## config.mk

```make
export PLATFORM = sky130hd
export DESIGN_NAME = stream_demux_n
export DESIGN_NICKNAME = d
export VERILOG_FILES = /design/src/rtl/stream_demux_n.sv
export SDC_FILE = /design/constraint.sdc
export NUM_CORES = 1
export LEC_CHECK = 0
export ABC_CLOCK_PERIOD_IN_PS = 2400
export CAP_MARGIN = 0
export CORE_UTILIZATION = 47
export CTS_BUF_LIST = sky130_fd_sc_hd__clkbuf_2
export DETAILED_ROUTE_END_ITERATION = 12
export PLACE_DENSITY = 0.87
export SYNTH_ARGS = -nofsm -noshare
export SYNTH_HDL_FRONTEND = slang
export SYNTH_SLANG_ARGS = --single-unit
```

## constraint.sdc

```tcl
create_clock -name clk -period 2.4 [get_ports clk]
set_input_delay 0.24 -clock clk [delete_from_list [all_inputs] [get_ports clk]]
set_output_delay 0.24 -clock clk [all_outputs]
set_load 0.03 [all_outputs]
```

## src/rtl/stream_demux_n.sv

```systemverilog
// -----------------------------------------------------------------------------
// stream_demux_n
//
// Registered 1:N valid/ready stream demultiplexer. A single producer stream is
// routed to one of N_OUT output channels selected by in_sel, or to every
// channel at once when in_bcast is set. Each channel owns a one-entry output
// register, so a word appears one cycle after acceptance and each channel can
// sustain one word per cycle (a slot may be refilled in the cycle it drains).
// Unicast requests addressed to a non-existent channel are accepted and
// discarded; such drops are counted (saturating at 255) and flagged with a
// one-cycle pulse.
//
// Parameters:
//   DATA_W  payload width in bits
//   N_OUT   number of output channels (2..16)
//   SEL_W   width of in_sel, at least clog2(N_OUT)
//
// Ports:
//   clk         clock, all state updates on the rising edge
//   rst_n       asynchronous active-low reset
//   in_valid    producer presents a word
//   in_ready    word is accepted this cycle (combinational)
//   in_data     producer payload
//   in_sel      destination channel index
//   in_bcast    deliver to all channels, in_sel ignored
//   out_valid   per-channel valid, bit k = channel k
//   out_ready   per-channel consumer ready
//   out_data    channel k payload at [k*DATA_W +: DATA_W]
//   drop_cnt    saturating count of words dropped for out-of-range in_sel
//   drop_pulse  high for the cycle following each drop
// -----------------------------------------------------------------------------
module stream_demux_n #(
    parameter int unsigned DATA_W = 8,
    parameter int unsigned N_OUT  = 4,
    parameter int unsigned SEL_W  = 2
) (
    input  logic                    clk,
    input  logic                    rst_n,
    input  logic                    in_valid,
    output logic                    in_ready,
    input  logic [DATA_W-1:0]       in_data,
    input  logic [SEL_W-1:0]        in_sel,
    input  logic                    in_bcast,
    output logic [N_OUT-1:0]        out_valid,
    input  logic [N_OUT-1:0]        out_ready,
    output logic [N_OUT*DATA_W-1:0] out_data,
    output logic [7:0]              drop_cnt,
    output logic                    drop_pulse
);

    // Index compare is done one bit wider than in_sel so that N_OUT == 2**SEL_W
    // is representable and never aliases to channel 0.
    localparam logic [SEL_W:0] N_OUT_X = (SEL_W+1)'(N_OUT);

    // -------------------------------------------------------------------------
    // State
    // -------------------------------------------------------------------------
    logic [N_OUT-1:0]  valid_q, valid_d;
    logic [DATA_W-1:0] data_q [N_OUT];
    logic [DATA_W-1:0] data_d [N_OUT];
    logic [7:0]        drop_cnt_q, drop_cnt_d;
    logic              drop_pulse_q, drop_pulse_d;

    // -------------------------------------------------------------------------
    // Request decode
    // -------------------------------------------------------------------------
    logic [SEL_W:0]   sel_x;
    logic             sel_in_range;
    logic [N_OUT-1:0] sel_onehot;
    logic [N_OUT-1:0] slot_free;
    logic             sel_free;
    logic             accept;
    logic             drop;
    logic [N_OUT-1:0] load;

    assign sel_x        = {1'b0, in_sel};
    assign sel_in_range = (sel_x < N_OUT_X);

    always_comb begin
        sel_onehot = '0;
        for (int unsigned k = 0; k < N_OUT; k++) begin
            sel_onehot[k] = (sel_x == (SEL_W+1)'(k));
        end
    end

    // A slot can take a new word if it is empty or its content leaves this cycle.
    assign slot_free = ~valid_q | out_ready;

    // sel_onehot is all-zero for out-of-range indices, so no wrap-around lookup.
    assign sel_free = |(sel_onehot & slot_free);

    always_comb begin
        in_ready = 1'b1;
        if (in_bcast) begin
            in_ready = &slot_free;
        end else if (sel_in_range) begin
            in_ready = sel_free;
        end
    end

    assign accept = in_valid & in_ready;
    assign drop   = accept & ~in_bcast & ~sel_in_range;

    always_comb begin
        load = '0;
        if (accept) begin
            load = in_bcast ? '1 : sel_onehot;
        end
    end

    // -------------------------------------------------------------------------
    // Next state
    // -------------------------------------------------------------------------
    always_comb begin
        for (int unsigned k = 0; k < N_OUT; k++) begin
            data_d[k] = data_q[k];
            if (load[k]) begin
                data_d[k] = in_data;
            end
        end
        // A reload wins over a drain; an undrained word stays put.
        valid_d = load | (valid_q & ~out_ready);
    end

    always_comb begin
        drop_cnt_d   = drop_cnt_q;
        drop_pulse_d = drop;
        if (drop && (drop_cnt_q != 8'hFF)) begin
            drop_cnt_d = drop_cnt_q + 8'd1;
        end
    end

    // -------------------------------------------------------------------------
    // Registers
    // -------------------------------------------------------------------------
    always_ff @(posedge clk or negedge rst_n) begin
        if (!rst_n) begin
            valid_q      <= '0;
            drop_cnt_q   <= '0;
            drop_pulse_q <= 1'b0;
            for (int unsigned k = 0; k < N_OUT; k++) begin
                data_q[k] <= '0;
            end
        end else begin
            valid_q      <= valid_d;
            drop_cnt_q   <= drop_cnt_d;
            drop_pulse_q <= drop_pulse_d;
            for (int unsigned k = 0; k < N_OUT; k++) begin
                data_q[k] <= data_d[k];
            end
        end
    end

    // -------------------------------------------------------------------------
    // Outputs
    // -------------------------------------------------------------------------
    always_comb begin
        out_data = '0;
        for (int unsigned k = 0; k < N_OUT; k++) begin
            out_data[k*DATA_W +: DATA_W] = data_q[k];
        end
    end

    assign out_valid  = valid_q;
    assign drop_cnt   = drop_cnt_q;
    assign drop_pulse = drop_pulse_q;

endmodule

```

==> results of run 1 <==
worst register-to-register path: stages, from the launching register on:
cell and delay (ns):
dfrtp_1 0.43, nand2b_1 0.17, nand4_1 0.26, o21ai_4 0.42, mux2_2 0.39
layout by cell type (no fill, tap or decap), drive strengths merged:
master | Yosys | final
clkdlybuf4s50 | 0 | 52
dfrtp | 36 | 36
mux2 | 32 | 32
conb | 1 | 9
nand2b | 6 | 6
clkbuf | 0 | 6
nor2 | 4 | 4
nor2b | 3 | 3
nand2 | 3 | 3
buf | 9 | 3
o22ai | 2 | 2
o21ai | 2 | 2
nor3b | 1 | 1
a211oi | 1 | 1
a21oi | 1 | 1
and3b | 1 | 1
a41oi | 1 | 1
nand4 | 1 | 1
nand3b | 1 | 1
or3 | 1 | 1
or3b | 1 | 1
inv | 1 | 1
o21bai | 1 | 1
nor4 | 1 | 1
bufinv | 0 | 1
clkinv | 0 | 1
dlygate4sd3 | 0 | 1
dlymetal6s2s | 0 | 1
sequential cells by signal (all words and copies together) (netlist names):
name,flops
out_data,32
out_valid,4
power by group through the flow:
stage	logic, mW	registers [mW]	clock network, mW
final	1.13	0.887	0.370
after floorplan	0.263	1.27	0
after global routing	1.19	0.911	0.407
after global placement	1.11	0.890	0
after detailed placement	1.13	0.901	0
after CTS	1.14	0.891	0.381
final cells by class:
type / instances / share of cell area (%)
clock buffers: 6 / 1.36
clock inverters: 2 / 1.59
inverters: 1 / 0.171
multi-input cells: 72 / 27.9
flip-flops and latches: 36 / 40.9
well taps: 44 / 2.50
repair buffers: 57 / 25.6
worst min path at each step:
stage / from / to / slack (ns) / depth (start not counted)
4_1_cts: rst_n / out_data[6]$_DFFE_PN0P_ / 0.44 / 2
3_5_place_dp: rst_n / out_valid[0]$_DFF_PN0_ / 0.36 / 1
5_1_grt: rst_n / out_data[6]$_DFFE_PN0P_ / 0.48 / 2
2_1_floorplan: rst_n / out_data[0]$_DFFE_PN0P_ / -0.06 / 0
3_3_place_gp: rst_n / out_valid[1]$_DFF_PN0_ / 0.34 / 1
6_report: rst_n / out_data[5]$_DFFE_PN0P_ / 0.44 / 2
layer usage:
metal  track usage, %  vias up  wire length, um
met5                0        -                0
met4             7.97        0               41
met3             10.9        6              315
met2             34.2       50             1630
met1             26.1      525             1340
li1                 -      496                -
what timing repair did:
item,4_1_cts,5_1_grt
hold buffers,1,0
resized for setup,0,1
hold endpoints to repair,36,0
endpoints found under the setup margin,0,1
logic make-up (layout without fill, tap and decap cells):
kind of cell	after synthesis	count (layout)	share of synthesized area (%)
AOI/OAI and AO/OA	8	8	5.15
buffers and inverters	10	66	4.59
muxes	32	32	23.2
DFF	36	36	57.9
and+or+nand+nor	23	23	8.93
other	1	9	0.241
==> flow_metrics.env, run 1 <==
export IMPL_status="finished clean"
export IMPL_placed_cell_area_sq_um=2120
export IMPL_wl_um=3330
export IMPL_cpPeakStageDelay_ns=0.43
export IMPL_grt_start_max_net_pins=37
export IMPL_drv_slew=0
export IMPL_root_buffer="clkbuf_2"
export IMPL_fp_coreArea_sq_um=3100
export IMPL_dieHeight_um=59.5
export IMPL_worst_hold_slack_ns=0.436
export IMPL_setup_ws_ns=0.462
export IMPL_p_per_area_nw_per_um2=1080
export IMPL_timing_rr_end="out_data[17]$_DFFE_PN0P_"
export IMPL_drive_gt1_share_pct=27.0
export IMPL_ant_nets=0
export IMPL_p_int_mw=1.48
export IMPL_synth_cell_types=26
export IMPL_crit_chain="nor2b_1 > a211oi_1 > a21oi_1 > o22ai_1 > dlymetal6s2s_1"
export IMPL_cp_top_family="flip-flops"
export IMPL_setup_worst_path_end="in_ready"
export IMPL_ff2ff_setup_slack_ns=0.64
export IMPL_vias_per_cell=4.94
export IMPL_cp_slowest_cell="dfrtp_1"
export IMPL_cts_num_sinks=36
export IMPL_core_rowCount=20
export IMPL_num_io_pins=64
export IMPL_p_clk_share_pct=15.5
export IMPL_clkTransAtPathRegs_ns=0.17
export IMPL_required_ns=2.16
export IMPL_cts_setup_buffers=0
export IMPL_tns_ns=0
export IMPL_cts_buffer_depth=2
export IMPL_max_freq_mhz=516
export IMPL_syn2layout_area_growth_pct=41.5
export IMPL_design_area_sq_um=2200
export IMPL_syn_inst=110
export IMPL_vias=1077
export IMPL_crit_arrival_ns=1.70
export IMPL_seq_area_sq_um=901
export IMPL_yosys_top_cells_count="dfrtp_1, mux2_2, buf_4"
export IMPL_synth_ff_type="dfrtp_1"
export IMPL_p_seq_share_pct=37.2
export IMPL_drc=0
export IMPL_grt_overflow=0
export IMPL_critPathLaunchType="flop"
export IMPL_synth_seq_area_share_pct=57.9
export IMPL_diodes=0
export IMPL_hpwlAfterDp_um=2400
export IMPL_fin_crit_sh_pct=80.8
export IMPL_chipWidth_um=59.5
export IMPL_synth_async_reset_ratio_pct=100
export IMPL_initialDrtViolationCount=47
export IMPL_insertion_delay_ns=0.38
export IMPL_synth_top_area_cell="dfrtp_1"
export IMPL_synth_most_common_cell="dfrtp_1"
export IMPL_synthesis_area_sq_um=1560
export IMPL_port_buffers=54
export IMPL_gp_congestion=0.852
export IMPL_fin_util_pct=70.9
export IMPL_grt_pass1_wl_um=5330
export IMPL_dpl_cell_count=209
export IMPL_switchingPower_mw=0.907
export IMPL_max_cap_violations=0
export IMPL_netlist_area_leader_share_pct=57.9
export IMPL_min_path_type="in -> async"
export IMPL_avgSynthCellArea_sq_um=14.1
export IMPL_rsz0062_at_grt="no"
export IMPL_setup_worst_path_class="reg -> out"
export IMPL_pre_cts_ws_ns=0.113
export IMPL_setup_viol=0
export IMPL_finalHoldViolations=0
export IMPL_synth_edf_count=0
export IMPL_start_util_pct=50.1
export IMPL_startpoint="out_valid[1]$_DFF_PN0_"
export IMPL_design_die_area_sq_um=3540
export IMPL_firstDrtPassIters=3
export IMPL_worstReg2RegStart="out_valid[0]$_DFF_PN0_"
export IMPL_tightest_slew_ns=0.759
export IMPL_slew_headroom_pct=49.4
export IMPL_ctsHtreeMaxLevel=2
export IMPL_netSwitchingFraction_pct=38.0
export IMPL_leakage_nw=0.936
export IMPL_final_nets=191
export IMPL_grt_use_total_pct=21.9
export IMPL_grt_pass1_vias=1124
export IMPL_ir_worst_vdd_mv=0.613
export IMPL_yosysWarnings=0
export IMPL_rr_worst_depth=4
export IMPL_wl_per_cell_um=15.3
export IMPL_finalCriticalPeriod_ns=1.94
export IMPL_layout_cells_non_filler=218
export IMPL_critPathMaxFanout=3
export IMPL_nFillCells=270
export IMPL_combinationalPowerShare_pct=47.3
export IMPL_cts_tree="built"
export IMPL_path_depth=5
export IMPL_fin_skew_ns=0.00407
export IMPL_crit_buf_inv=1
export IMPL_critPathCaptureType="output port"
export IMPL_synth_seq_cells=36
export IMPL_p_total_mw=2.38
export IMPL_antenna_found_initial=0
export IMPL_multi_input_area_sq_um=613
export IMPL_yosys_top_cells_area="dfrtp_1, mux2_2, buf_4"
export IMPL_cts_buffers=5
Note: power is estimated with default switching activity, not from simulation.
==> run 2, diff against run 1 <==
==> config.mk (replaced) <==
export PLATFORM = sky130hd
export DESIGN_NAME = stream_demux_n
export DESIGN_NICKNAME = d
export VERILOG_FILES = /design/src/rtl/stream_demux_n.sv
export SDC_FILE = /design/constraint.sdc
export NUM_CORES = 1
export LEC_CHECK = 0
export ABC_CLOCK_PERIOD_IN_PS = 1900
export CAP_MARGIN = 0
export CORE_UTILIZATION = 44
export CTS_BUF_LIST = sky130_fd_sc_hd__clkbuf_2
export DETAILED_ROUTE_END_ITERATION = 12
export PLACE_DENSITY = 0.82
export SYNTH_ARGS = -nofsm -noshare
export SYNTH_HDL_FRONTEND = slang
export SYNTH_SLANG_ARGS = --single-unit
==> constraint.sdc (replaced) <==
create_clock -name clk -period 1.9 [get_ports clk]
set_input_delay 0.19 -clock clk [delete_from_list [all_inputs] [get_ports clk]]
set_output_delay 0.19 -clock clk [all_outputs]
set_load 0.03 [all_outputs]
==> flow_metrics.env, run 2 (synthesized netlist as in run 1, its figures left out) <==
export IMPL_status="finished clean"
export IMPL_hpwlAfterDp_um=2620
export IMPL_finalCriticalPeriod_ns=1.79
export IMPL_gp_congestion=0.828
export IMPL_ctsHtreeMaxLevel=2
export IMPL_critPathCaptureType="output port"
export IMPL_layout_cells_non_filler=228
export IMPL_fin_skew_ns=0.0136
export IMPL_combinationalPowerShare_pct=50.5
export IMPL_cts_buffers=5
export IMPL_port_buffers=54
export IMPL_antenna_found_initial=0
export IMPL_drc=0
export IMPL_fp_coreArea_sq_um=3360
export IMPL_drv_slew=0
export IMPL_grt_start_max_net_pins=37
export IMPL_min_path_type="in -> async"
export IMPL_max_cap_violations=0
export IMPL_p_per_area_nw_per_um2=1270
export IMPL_ant_nets=0
export IMPL_netSwitchingFraction_pct=39.2
export IMPL_core_rowCount=21
export IMPL_initialDrtViolationCount=29
export IMPL_finalHoldViolations=0
export IMPL_cts_setup_buffers=0
export IMPL_p_clk_share_pct=10.6
export IMPL_grt_use_total_pct=20.5
export IMPL_insertion_delay_ns=0.34
export IMPL_setup_worst_path_class="in -> out"
export IMPL_syn2layout_area_growth_pct=46.8
export IMPL_drive_gt1_share_pct=31.3
export IMPL_p_seq_share_pct=38.9
export IMPL_vias_per_cell=4.91
export IMPL_fin_crit_sh_pct=94.0
export IMPL_timing_rr_end="out_data[11]$_DFFE_PN0P_"
export IMPL_ir_worst_vdd_mv=0.760
export IMPL_placed_cell_area_sq_um=2240
export IMPL_design_area_sq_um=2280
export IMPL_max_freq_mhz=560
export IMPL_root_buffer="clkbuf_2"
export IMPL_clkTransAtPathRegs_ns=0.16
export IMPL_pre_cts_ws_ns=-0.0824
export IMPL_num_io_pins=64
export IMPL_critPathMaxFanout=5
export IMPL_critPathLaunchType="primary input"
export IMPL_cts_num_sinks=36
export IMPL_tns_ns=0
export IMPL_largest_reg_flops=32
export IMPL_cts_tree="built"
export IMPL_mostFrequentLayoutCell="clkdlybuf4s50_1"
export IMPL_design_die_area_sq_um=3780
export IMPL_ff2ff_setup_slack_ns=0.17
export IMPL_start_util_pct=46.2
export IMPL_final_cell_mix="clkdlybuf4s50_1, dfrtp_1, mux2_2"
export IMPL_grt_overflow=0
export IMPL_crit_arrival_ns=1.60
export IMPL_chipWidth_um=61.5
export IMPL_switchingPower_mw=1.14
export IMPL_rsz0062_at_grt="no"
export IMPL_dieHeight_um=61.5
export IMPL_dpl_cell_count=221
export IMPL_p_int_mw=1.76
export IMPL_setup_viol=0
export IMPL_setup_ws_ns=0.114
export IMPL_worstReg2RegStart="out_valid[3]$_DFF_PN0_"
export IMPL_leakage_nw=0.969
export IMPL_rr_worst_depth=6
export IMPL_required_ns=1.71
export IMPL_wl_per_cell_um=15.6
export IMPL_wl_um=3550
export IMPL_firstDrtPassIters=4
export IMPL_grt_pass1_wl_um=5470
export IMPL_final_nets=200
export IMPL_cts_buffer_depth=2
export IMPL_diodes=0
export IMPL_grt_pass1_vias=1216
export IMPL_vias=1119
run 2: what timing repair did:
item                                    in CTS  in global routing
resized for setup                            1                  0
hold buffers                                 0                  0
endpoints found under the setup margin       1                  0
run 2: power groups by stage:
stage | sequential [mW] | clock, mW | combinational (mW)
floorplan | 1.61 | 0 | 0.332
global placement | 1.13 | 0 | 1.44
detailed placement | 1.15 | 0 | 1.47
CTS | 1.13 | 0.321 | 1.47
global route | 1.16 | 0.354 | 1.54
finish | 1.13 | 0.307 | 1.46
run 2: worst max-delay path by stage:
stage | cells past startpoint | start | end
final | 7 | in_sel[0] | in_ready
after global routing | 5 | out_valid[1]$_DFF_PN0_ | in_ready
after CTS | 5 | out_valid[1]$_DFF_PN0_ | in_ready
after detailed placement | 6 | in_bcast | out_data[22]$_DFFE_PN0P_
after global placement | 5 | in_valid | out_data[9]$_DFFE_PN0P_
after floorplan | 4 | out_valid[0]$_DFF_PN0_ | out_data[10]$_DFFE_PN0P_
run 2: per-stage QoR:
stage / total power, mW / hold WS, ns / utilization [%]
after global routing: 3.05 / 0.247 / 67.9
after global placement: 2.57 / 0.472 / 66.6
after floorplan: 1.94 / -0.106 / -
after CTS: 2.93 / 0.231 / 67.9
after detailed placement: 2.61 / 0.478 / 66.6
final: 2.90 / 0.239 / 67.9
run 2: area by class of cell:
class / count / area [sq um]
Fill cell: 270 / 1080
Sequential cell: 36 / 901
Timing Repair Buffer: 66 / 666
Multi-Input combinational cell: 72 / 621
Tap cell: 46 / 57.6
Clock buffer: 6 / 30.0
Clock inverter: 1 / 5.00
Inverter: 1 / 3.75
run 2: per-layer routing:
layer / vias up / routed length (um) / track usage, %
met5: - / 0 / 0
met3: 7 / 272 / 7.77
met2: 47 / 1810 / 36.8
met1: 552 / 1420 / 22.3
met4: 0 / 45 / 6.67
li1: 513 / - / -
run 2: worst max-delay path, cell delays in order:
cell and delay (ns):
clkdlybuf4s50_1 0.57, buf_4 0.16, nor3b_1 0.05, a211oi_1 0.21
a21oi_1 0.07, o22ai_1 0.16, buf_4 0.18
